<file path="src/rtl/debounce_pkg.sv">
// debounce_pkg: shared types and helpers for the button debouncer.
// Holds the FSM state encoding and the counter sizing function used by
// both the debounce interval timer and the optional long-press timer.

package debounce_pkg;

    // Debouncer states: two stable levels, each with a qualifying wait state
    typedef enum logic [1:0] {
        IDLE_LOW  = 2'd0,
        WAIT_HIGH = 2'd1,
        IDLE_HIGH = 2'd2,
        WAIT_LOW  = 2'd3
    } debounce_state_t;

    // Counter width needed to hold values 0 .. target-1, never narrower than 1 bit
    function automatic int counter_width(input int target);
        int w;
        w = $clog2(target);
        if (w < 1) begin
            w = 1;
        end
        return w;
    endfunction

endpackage : debounce_pkg

</file>
<file path="src/rtl/debounce_timer.sv">
// debounce_timer: restartable cycle counter with a sticky "interval achieved" flag.
// restart clears the count (and therefore done) on the next edge and has priority
// over enable. While enabled the count climbs to COUNT_TARGET-1 and then holds there,
// so done stays asserted until the next restart instead of wrapping around.

module debounce_timer
    import debounce_pkg::*;
#(
    parameter int COUNT_TARGET = 4
) (
    input  logic clk,
    input  logic reset,
    input  logic restart,
    input  logic enable,
    output logic done
);

    localparam int CNT_W = counter_width(COUNT_TARGET);
    localparam logic [CNT_W-1:0] LAST_COUNT = CNT_W'(COUNT_TARGET - 1);

    logic [CNT_W-1:0] count;

    // Count enabled cycles, restarting on request and saturating at the last value
    always_ff @(posedge clk or negedge reset) begin
        if (!reset) begin
            count <= '0;
        end else if (restart) begin
            count <= '0;
        end else if (enable && (count != LAST_COUNT)) begin
            count <= count + 1'b1;
        end
    end

    assign done = (count == LAST_COUNT);

endmodule : debounce_timer

</file>
<file path="src/rtl/button_debouncer.sv">
// button_debouncer: synchronizes one raw push-button pin and debounces it.
// The pin passes through a SYNC_STAGES-deep synchronizer, is optionally inverted
// (ACTIVE_LOW_INPUT) so that 1 always means pressed, and is then qualified by a
// four-state FSM driven by a restartable interval timer. A level change is accepted
// only after the synchronized input holds for DEBOUNCE_CYCLES+1 consecutive samples.
// Outputs btn_level, press and release_pulse are all registered; the pulses coincide
// with the btn_level change. The release pulse port is called release_pulse because
// "release" is a reserved word in SystemVerilog.
// Optional feature: define BUTTON_DEBOUNCER_LONG_PRESS_EN to build the long-press
// detector; otherwise long_press is tied low and no second counter exists.

module button_debouncer
    import debounce_pkg::*;
#(
    parameter int DEBOUNCE_CYCLES   = 50000,
    parameter int SYNC_STAGES       = 2,
    parameter bit ACTIVE_LOW_INPUT  = 1'b1,
    parameter int LONG_PRESS_CYCLES = 1000000
) (
    input  logic clk,
    input  logic reset,
    input  logic btn_raw,
    output logic btn_level,
    output logic press,
    output logic release_pulse,
    output logic long_press
);

    // Reject parameter values the timers and synchronizer cannot honour
    generate
        if (DEBOUNCE_CYCLES < 2) begin : g_bad_debounce_cycles
            $error("button_debouncer: DEBOUNCE_CYCLES must be at least 2");
        end
        if (SYNC_STAGES < 2) begin : g_bad_sync_stages
            $error("button_debouncer: SYNC_STAGES must be at least 2");
        end
        if (LONG_PRESS_CYCLES < 2) begin : g_bad_long_press_cycles
            $error("button_debouncer: LONG_PRESS_CYCLES must be at least 2");
        end
    endgenerate

    // Synchronizer flops idle at the released pin value so reset never looks like a press
    localparam logic [SYNC_STAGES-1:0] SYNC_IDLE = {SYNC_STAGES{ACTIVE_LOW_INPUT}};

    logic [SYNC_STAGES-1:0] sync_q;
    logic                   sync_in;

    debounce_state_t state;
    debounce_state_t next_state;

    logic level_next;
    logic press_next;
    logic release_next;
    logic deb_restart;
    logic deb_enable;
    logic deb_done;

    // Shift the asynchronous pin through the synchronizer chain
    always_ff @(posedge clk or negedge reset) begin
        if (!reset) begin
            sync_q <= SYNC_IDLE;
        end else begin
            sync_q <= {sync_q[SYNC_STAGES-2:0], btn_raw};
        end
    end

    assign sync_in = sync_q[SYNC_STAGES-1] ^ ACTIVE_LOW_INPUT;

    debounce_timer #(
        .COUNT_TARGET (DEBOUNCE_CYCLES)
    ) u_debounce_timer (
        .clk     (clk),
        .reset   (reset),
        .restart (deb_restart),
        .enable  (deb_enable),
        .done    (deb_done)
    );

    // Hold the current debouncer state
    always_ff @(posedge clk or negedge reset) begin
        if (!reset) begin
            state <= IDLE_LOW;
        end else begin
            state <= next_state;
        end
    end

    // Decide the next state, timer control and next output values; a bounce in the
    // same cycle as done always wins so that a glitch can never be accepted
    always_comb begin
        next_state   = state;
        level_next   = btn_level;
        press_next   = 1'b0;
        release_next = 1'b0;
        deb_restart  = 1'b0;
        deb_enable   = 1'b0;

        unique case (state)
            IDLE_LOW: begin
                level_next = 1'b0;
                if (sync_in) begin
                    next_state  = WAIT_HIGH;
                    deb_restart = 1'b1;
                end
            end
            WAIT_HIGH: begin
                deb_enable = 1'b1;
                if (!sync_in) begin
                    next_state = IDLE_LOW;
                end else if (deb_done) begin
                    next_state = IDLE_HIGH;
                    level_next = 1'b1;
                    press_next = 1'b1;
                end
            end
            IDLE_HIGH: begin
                level_next = 1'b1;
                if (!sync_in) begin
                    next_state  = WAIT_LOW;
                    deb_restart = 1'b1;
                end
            end
            WAIT_LOW: begin
                deb_enable = 1'b1;
                if (sync_in) begin
                    next_state = IDLE_HIGH;
                end else if (deb_done) begin
                    next_state   = IDLE_LOW;
                    level_next   = 1'b0;
                    release_next = 1'b1;
                end
            end
            default: begin
                next_state = IDLE_LOW;
                level_next = 1'b0;
            end
        endcase
    end

    // Register the clean level and the single-cycle press/release pulses
    always_ff @(posedge clk or negedge reset) begin
        if (!reset) begin
            btn_level     <= 1'b0;
            press         <= 1'b0;
            release_pulse <= 1'b0;
        end else begin
            btn_level     <= level_next;
            press         <= press_next;
            release_pulse <= release_next;
        end
    end

`ifdef BUTTON_DEBOUNCER_LONG_PRESS_EN

    // Long-press timer restarts only on a real press or a real release, so a rejected
    // release glitch (WAIT_LOW back to IDLE_HIGH) does not re-arm the pulse
    logic long_restart;
    logic long_enable;
    logic long_done;
    logic long_fired;

    assign long_restart = ((state == WAIT_HIGH) && (next_state == IDLE_HIGH)) ||
                          ((state == WAIT_LOW)  && (next_state == IDLE_LOW));
    assign long_enable  = (state == IDLE_HIGH);

    debounce_timer #(
        .COUNT_TARGET (LONG_PRESS_CYCLES)
    ) u_long_press_timer (
        .clk     (clk),
        .reset   (reset),
        .restart (long_restart),
        .enable  (long_enable),
        .done    (long_done)
    );

    // Emit one long_press pulse per accepted press once the hold threshold is reached
    always_ff @(posedge clk or negedge reset) begin
        if (!reset) begin
            long_press <= 1'b0;
            long_fired <= 1'b0;
        end else if (long_restart) begin
            long_press <= 1'b0;
            long_fired <= 1'b0;
        end else if (long_enable && long_done && !long_fired) begin
            long_press <= 1'b1;
            long_fired <= 1'b1;
        end else begin
            long_press <= 1'b0;
        end
    end

`else

    assign long_press = 1'b0;

`endif

endmodule : button_debouncer

</file>
<file path="config.mk">
export PLATFORM = sky130hd
export DESIGN_NAME = button_debouncer
export DESIGN_NICKNAME = d
export VERILOG_FILES = /design/src/rtl/debounce_pkg.sv /design/src/rtl/debounce_timer.sv /design/src/rtl/button_debouncer.sv
export SDC_FILE = /design/constraint.sdc
export NUM_CORES = 1
export LEC_CHECK = 0
export BUFFER_PORTS_ARGS = -buffer_cell sky130_fd_sc_hd__buf_2
export CORE_ASPECT_RATIO = 0.8
export CORE_MARGIN = 2
export CORE_UTILIZATION = 30
export DETAILED_ROUTE_END_ITERATION = 10
export PLACE_DENSITY_LB_ADDON = 0.2
export SLEW_MARGIN = 25
export SYNTH_ARGS = -nofsm -noshare
export SYNTH_HDL_FRONTEND = slang
export SYNTH_SLANG_ARGS = --single-unit
</file>
<file path="constraint.sdc">
create_clock -name clk -period 2 [get_ports clk]
set_input_delay 0.4 -clock clk [delete_from_list [all_inputs] [get_ports clk]]
set_output_delay 0.4 -clock clk [all_outputs]
set_load 0.1 [all_outputs]
</file>
==> impl_metrics.xml <==
<?xml version="1.0" encoding="UTF-8"?>
<metrics>
  <group name="run_status">
    <metric name="run_status" unit="">finished, violations left</metric>
    <metric name="violations" unit="">setup timing</metric>
  </group>
  <group name="finish">
    <metric name="footprint_of_the_multi_input_gates" unit="um2">667</metric>
    <metric name="layout.cells.most_common_list" unit="">21 x sky130_fd_sc_hd__dfrtp_1, 15 x sky130_fd_sc_hd__buf_4, 11 x sky130_fd_sc_hd__a21oi_1, 10 x sky130_fd_sc_hd__nor2_1, 8 x sky130_fd_sc_hd__o21ai_0</metric>
    <metric name="layout.filler_cells" unit="">430</metric>
    <metric name="fin_area" unit="mm2">0.00152</metric>
    <metric name="flow.area_growth_from_synthesis" unit="%">20.4</metric>
    <metric name="final_layout_size_suffix_gt1_share" unit="%">23.0</metric>
    <metric name="area.sequential" unit="um2">578</metric>
    <metric name="most_common_cell_after_layout_fill_and_taps_aside" unit="">sky130_fd_sc_hd__dfrtp_1</metric>
    <metric name="final_antenna_diode_count" unit="">0</metric>
    <metric name="final_nets" unit="">157</metric>
  </group>
  <group name="timing">
    <metric name="setup_slack_after_layout" unit="ns">-0.0428</metric>
    <metric name="tightestPinTransition" unit="ns">0.518</metric>
    <metric name="max-slew-margin-rel" unit="%">65.5</metric>
    <metric name="holdWs" unit="ns">0.103</metric>
    <metric name="skew" unit="ns">0.00370</metric>
    <metric name="grt_setup_unrepaired" unit="">yes</metric>
    <metric name="finalSetupViolCount" unit="">1</metric>
    <metric name="clock.fmax" unit="MHz">490</metric>
    <metric name="timing_hold_violations_final" unit="">0</metric>
    <metric name="period_needed" unit="ns">2.04</metric>
    <metric name="drv_slew" unit="">0</metric>
    <metric name="layout_worst_path_cycle_share" unit="%">102</metric>
  </group>
  <group name="routing">
    <metric name="route.detailed.wl_per_inst" unit="um">13.5</metric>
    <metric name="antenna_left" unit="">0</metric>
    <metric name="route.vias.total" unit="">1050</metric>
    <metric name="drtIter0Drc" unit="">51</metric>
    <metric name="dr.pass1.iters" unit="">4</metric>
    <metric name="detail_route.drc_violations" unit="">0</metric>
    <metric name="via_per_inst" unit="">5.12</metric>
    <metric name="route.final.wire_length" unit="um">2770</metric>
  </group>
  <group name="setup_path">
    <metric name="reg2reg_from" unit="">u_debounce_timer.count[10]</metric>
    <metric name="regToRegSetupSlack" unit="ns">-0.04</metric>
    <metric name="crit_path_end_kind" unit="">register</metric>
    <metric name="crit_start" unit="">u_debounce_timer.count[10]</metric>
    <metric name="critical_path_arrival" unit="ns">2.24</metric>
    <metric name="crit_required" unit="ns">2.20</metric>
    <metric name="crit_type" unit="">reg -&gt; reg</metric>
    <metric name="ff2ff_path_depth" unit="">4</metric>
    <metric name="setup.worst_path.start_class" unit="">register</metric>
    <metric name="cp_max_fo" unit="">4</metric>
  </group>
  <group name="clocking">
    <metric name="clock_tree.root_cell" unit="">sky130_fd_sc_hd__clkbuf_8</metric>
    <metric name="tritoncts" unit="">built</metric>
    <metric name="cts_made_buffers" unit="">3</metric>
    <metric name="clk_latency" unit="ns">0.26</metric>
    <metric name="cts_max_path_bufs" unit="">2</metric>
    <metric name="cts_htree_levels" unit="">1</metric>
    <metric name="post_cts_hold_buffer_count" unit="">0</metric>
    <metric name="number_of_clock_sinks" unit="">23</metric>
    <metric name="clk_pin_slew" unit="ns">0.08</metric>
  </group>
  <group name="min_path">
    <metric name="min-delay-path-class" unit="">in -&gt; async</metric>
  </group>
  <group name="floorplanning">
    <metric name="initial_utilization" unit="%">30.7</metric>
    <metric name="die_w" unit="um">76.4</metric>
    <metric name="core" unit="mm2">0.00410</metric>
    <metric name="boundaryPins" unit="">7</metric>
    <metric name="die_h" unit="um">61.9</metric>
    <metric name="die_area" unit="mm2">0.00473</metric>
    <metric name="rows" unit="">21</metric>
  </group>
  <group name="grt">
    <metric name="grt_start_max_net_pins" unit="">24</metric>
    <metric name="grt_pass1_vias" unit="">909</metric>
    <metric name="grt_use_total" unit="%">12.6</metric>
    <metric name="initial_antenna_violation_count" unit="">0</metric>
    <metric name="grt_pass1_wl" unit="um">4600</metric>
    <metric name="grt_overflow_total" unit="">0</metric>
  </group>
  <group name="placement">
    <metric name="detailed_place.area" unit="mm2">0.00145</metric>
    <metric name="dpl.hpwl" unit="um">2000</metric>
    <metric name="port-buffer-count" unit="">5</metric>
    <metric name="routabilityCongestion" unit="">0.824</metric>
  </group>
  <group name="synth">
    <metric name="postSynthCellCount" unit="">128</metric>
    <metric name="synth-edff-count" unit="">0</metric>
    <metric name="syn-cell-area" unit="mm2">0.00126</metric>
    <metric name="synth.distinct_cells" unit="">38</metric>
    <metric name="synth_seq_cells" unit="">23</metric>
    <metric name="dominantRegCellSynth" unit="">sky130_fd_sc_hd__dfrtp_1</metric>
    <metric name="synth_largest_area_cell" unit="">sky130_fd_sc_hd__dfrtp_1</metric>
    <metric name="synthesis.area_per_instance" unit="um2">9.83</metric>
    <metric name="synth_seq_area_share" unit="%">45.9</metric>
    <metric name="synth-async-reset-ratio" unit="%">100</metric>
    <metric name="synthesis.nets" unit="">136</metric>
    <metric name="synth_top_area_share" unit="%">41.7</metric>
    <metric name="synthesis.yosys.warnings" unit="">0</metric>
    <metric name="synth_top_cells_by_area" unit="">sky130_fd_sc_hd__dfrtp_1 42%, sky130_fd_sc_hd__ha_1 5.0%, sky130_fd_sc_hd__a21oi_1 4.4%, sky130_fd_sc_hd__dfstp_2 4.2%, sky130_fd_sc_hd__o21ai_0 3.2%</metric>
  </group>
  <group name="pwr">
    <metric name="combPwrFrac" unit="%">41.2</metric>
    <metric name="sw_share" unit="%">40.6</metric>
    <metric name="power.density_cell_area" unit="mW/mm2">984</metric>
    <metric name="leakage" unit="uW">0.000659</metric>
    <metric name="power_report.internal_total" unit="uW">885</metric>
    <metric name="power_frac_clock" unit="%">19.0</metric>
    <metric name="vdd.ir_drop.worst" unit="V">0.000319</metric>
    <metric name="p_switching" unit="uW">605</metric>
    <metric name="power_frac_seq" unit="%">39.7</metric>
  </group>
  <group name="run">
    <metric name="drv.max_cap_violation_count" unit="">0</metric>
  </group>
</metrics>
==> critical path, stage by stage (launching register included) <==
cell and delay (ns):
sky130_fd_sc_hd__dfrtp_1 0.38, sky130_fd_sc_hd__or4_4 0.55, sky130_fd_sc_hd__or4_4 0.59, sky130_fd_sc_hd__a2111oi_4 0.31, sky130_fd_sc_hd__a311o_1 0.15
==> power by group through the flow <==
| stage | logic (uW) | registers, uW | clock network, uW |
|---|---|---|---|
| finish | 614 | 592 | 284 |
| detailed placement | 608 | 600 | 0 |
| CTS | 616 | 592 | 304 |
| global placement | 606 | 597 | 0 |
| global route | 678 | 603 | 321 |
| floorplan | 402 | 656 | 0 |
==> state kept, by name (all words and copies together), names as in the netlist, named ones only <==
register,cells
state,1
u_debounce_timer.count,16
btn_level,1
release_pulse,1
press,1
sync_q,2
==> through the flow <==
step,utilization [%],setup TNS (ns),std cells,total power (uW),setup slack (ns)
finish,37.0,-0.0428,205,1490,-0.0428
global route,37.0,-0.226,205,1600,-0.106
CTS,37.0,-0.0621,205,1510,-0.0608
detailed placement,35.5,-0.0430,199,1210,-0.0430
global placement,35.5,0,199,1200,0.000578
floorplan,-,-0.00942,128,1060,-0.00942
==> metal layers <==
layer | track usage [%] | share of wire (%)
met2 | 19.1 | 43
met3 | 3.76 | 7.4
met1 | 17.7 | 49
met4 | 3.90 | 0.68
met5 | 0 | 0
==> area by class of cell <==
cell class | instances | area share (%)
well taps | 57 | 4.71
clock buffers | 3 | 2.73
flip-flops and latches | 23 | 38.2
repair buffers | 20 | 9.08
clock inverters | 1 | 0.330
inverters | 4 | 0.991
multi-input cells | 97 | 44.0
==> Yosys cell counts, types with 3 or more instances <==
master and count:
sky130_fd_sc_hd__dfrtp_1 21, sky130_fd_sc_hd__a21oi_1 11, sky130_fd_sc_hd__nor2_1 10, sky130_fd_sc_hd__o21ai_0 8, sky130_fd_sc_hd__nand2_1 7, sky130_fd_sc_hd__nand3_1 7
sky130_fd_sc_hd__ha_1 5, sky130_fd_sc_hd__nand4_1 5, sky130_fd_sc_hd__or3_1 5, sky130_fd_sc_hd__inv_1 4, sky130_fd_sc_hd__xor2_1 4, sky130_fd_sc_hd__clkbuf_1 3
sky130_fd_sc_hd__nor3_1 3, sky130_fd_sc_hd__or4_1 3
==> logic make-up after synthesis <==
group           Yosys count  share of synthesized area (%)
xor+xnor                  6                           4.17
flops                    23                           45.9
mux                       2                           1.69
buf+inv                   8                           2.68
other cells               1                          0.298
compound gates           28                           14.2
simple gates             55                           26.0
fa+ha+maj                 5                           4.97
==> final timing paths <==
kind / to
setup / recovery: register
hold / removal: u_debounce_timer.count[3]
setup reg to reg: register
hold reg to reg: sync_q[1]
max in group asynchronous: sync_q[0]
min in group clk: sync_q[0]
==> timing repair <==
action	CTS	global route
pin swaps	5	0
resized for setup	0	0
endpoints found under the setup margin	2	4
buffers inserted	2	0
Power figures use the tool's default switching activity.
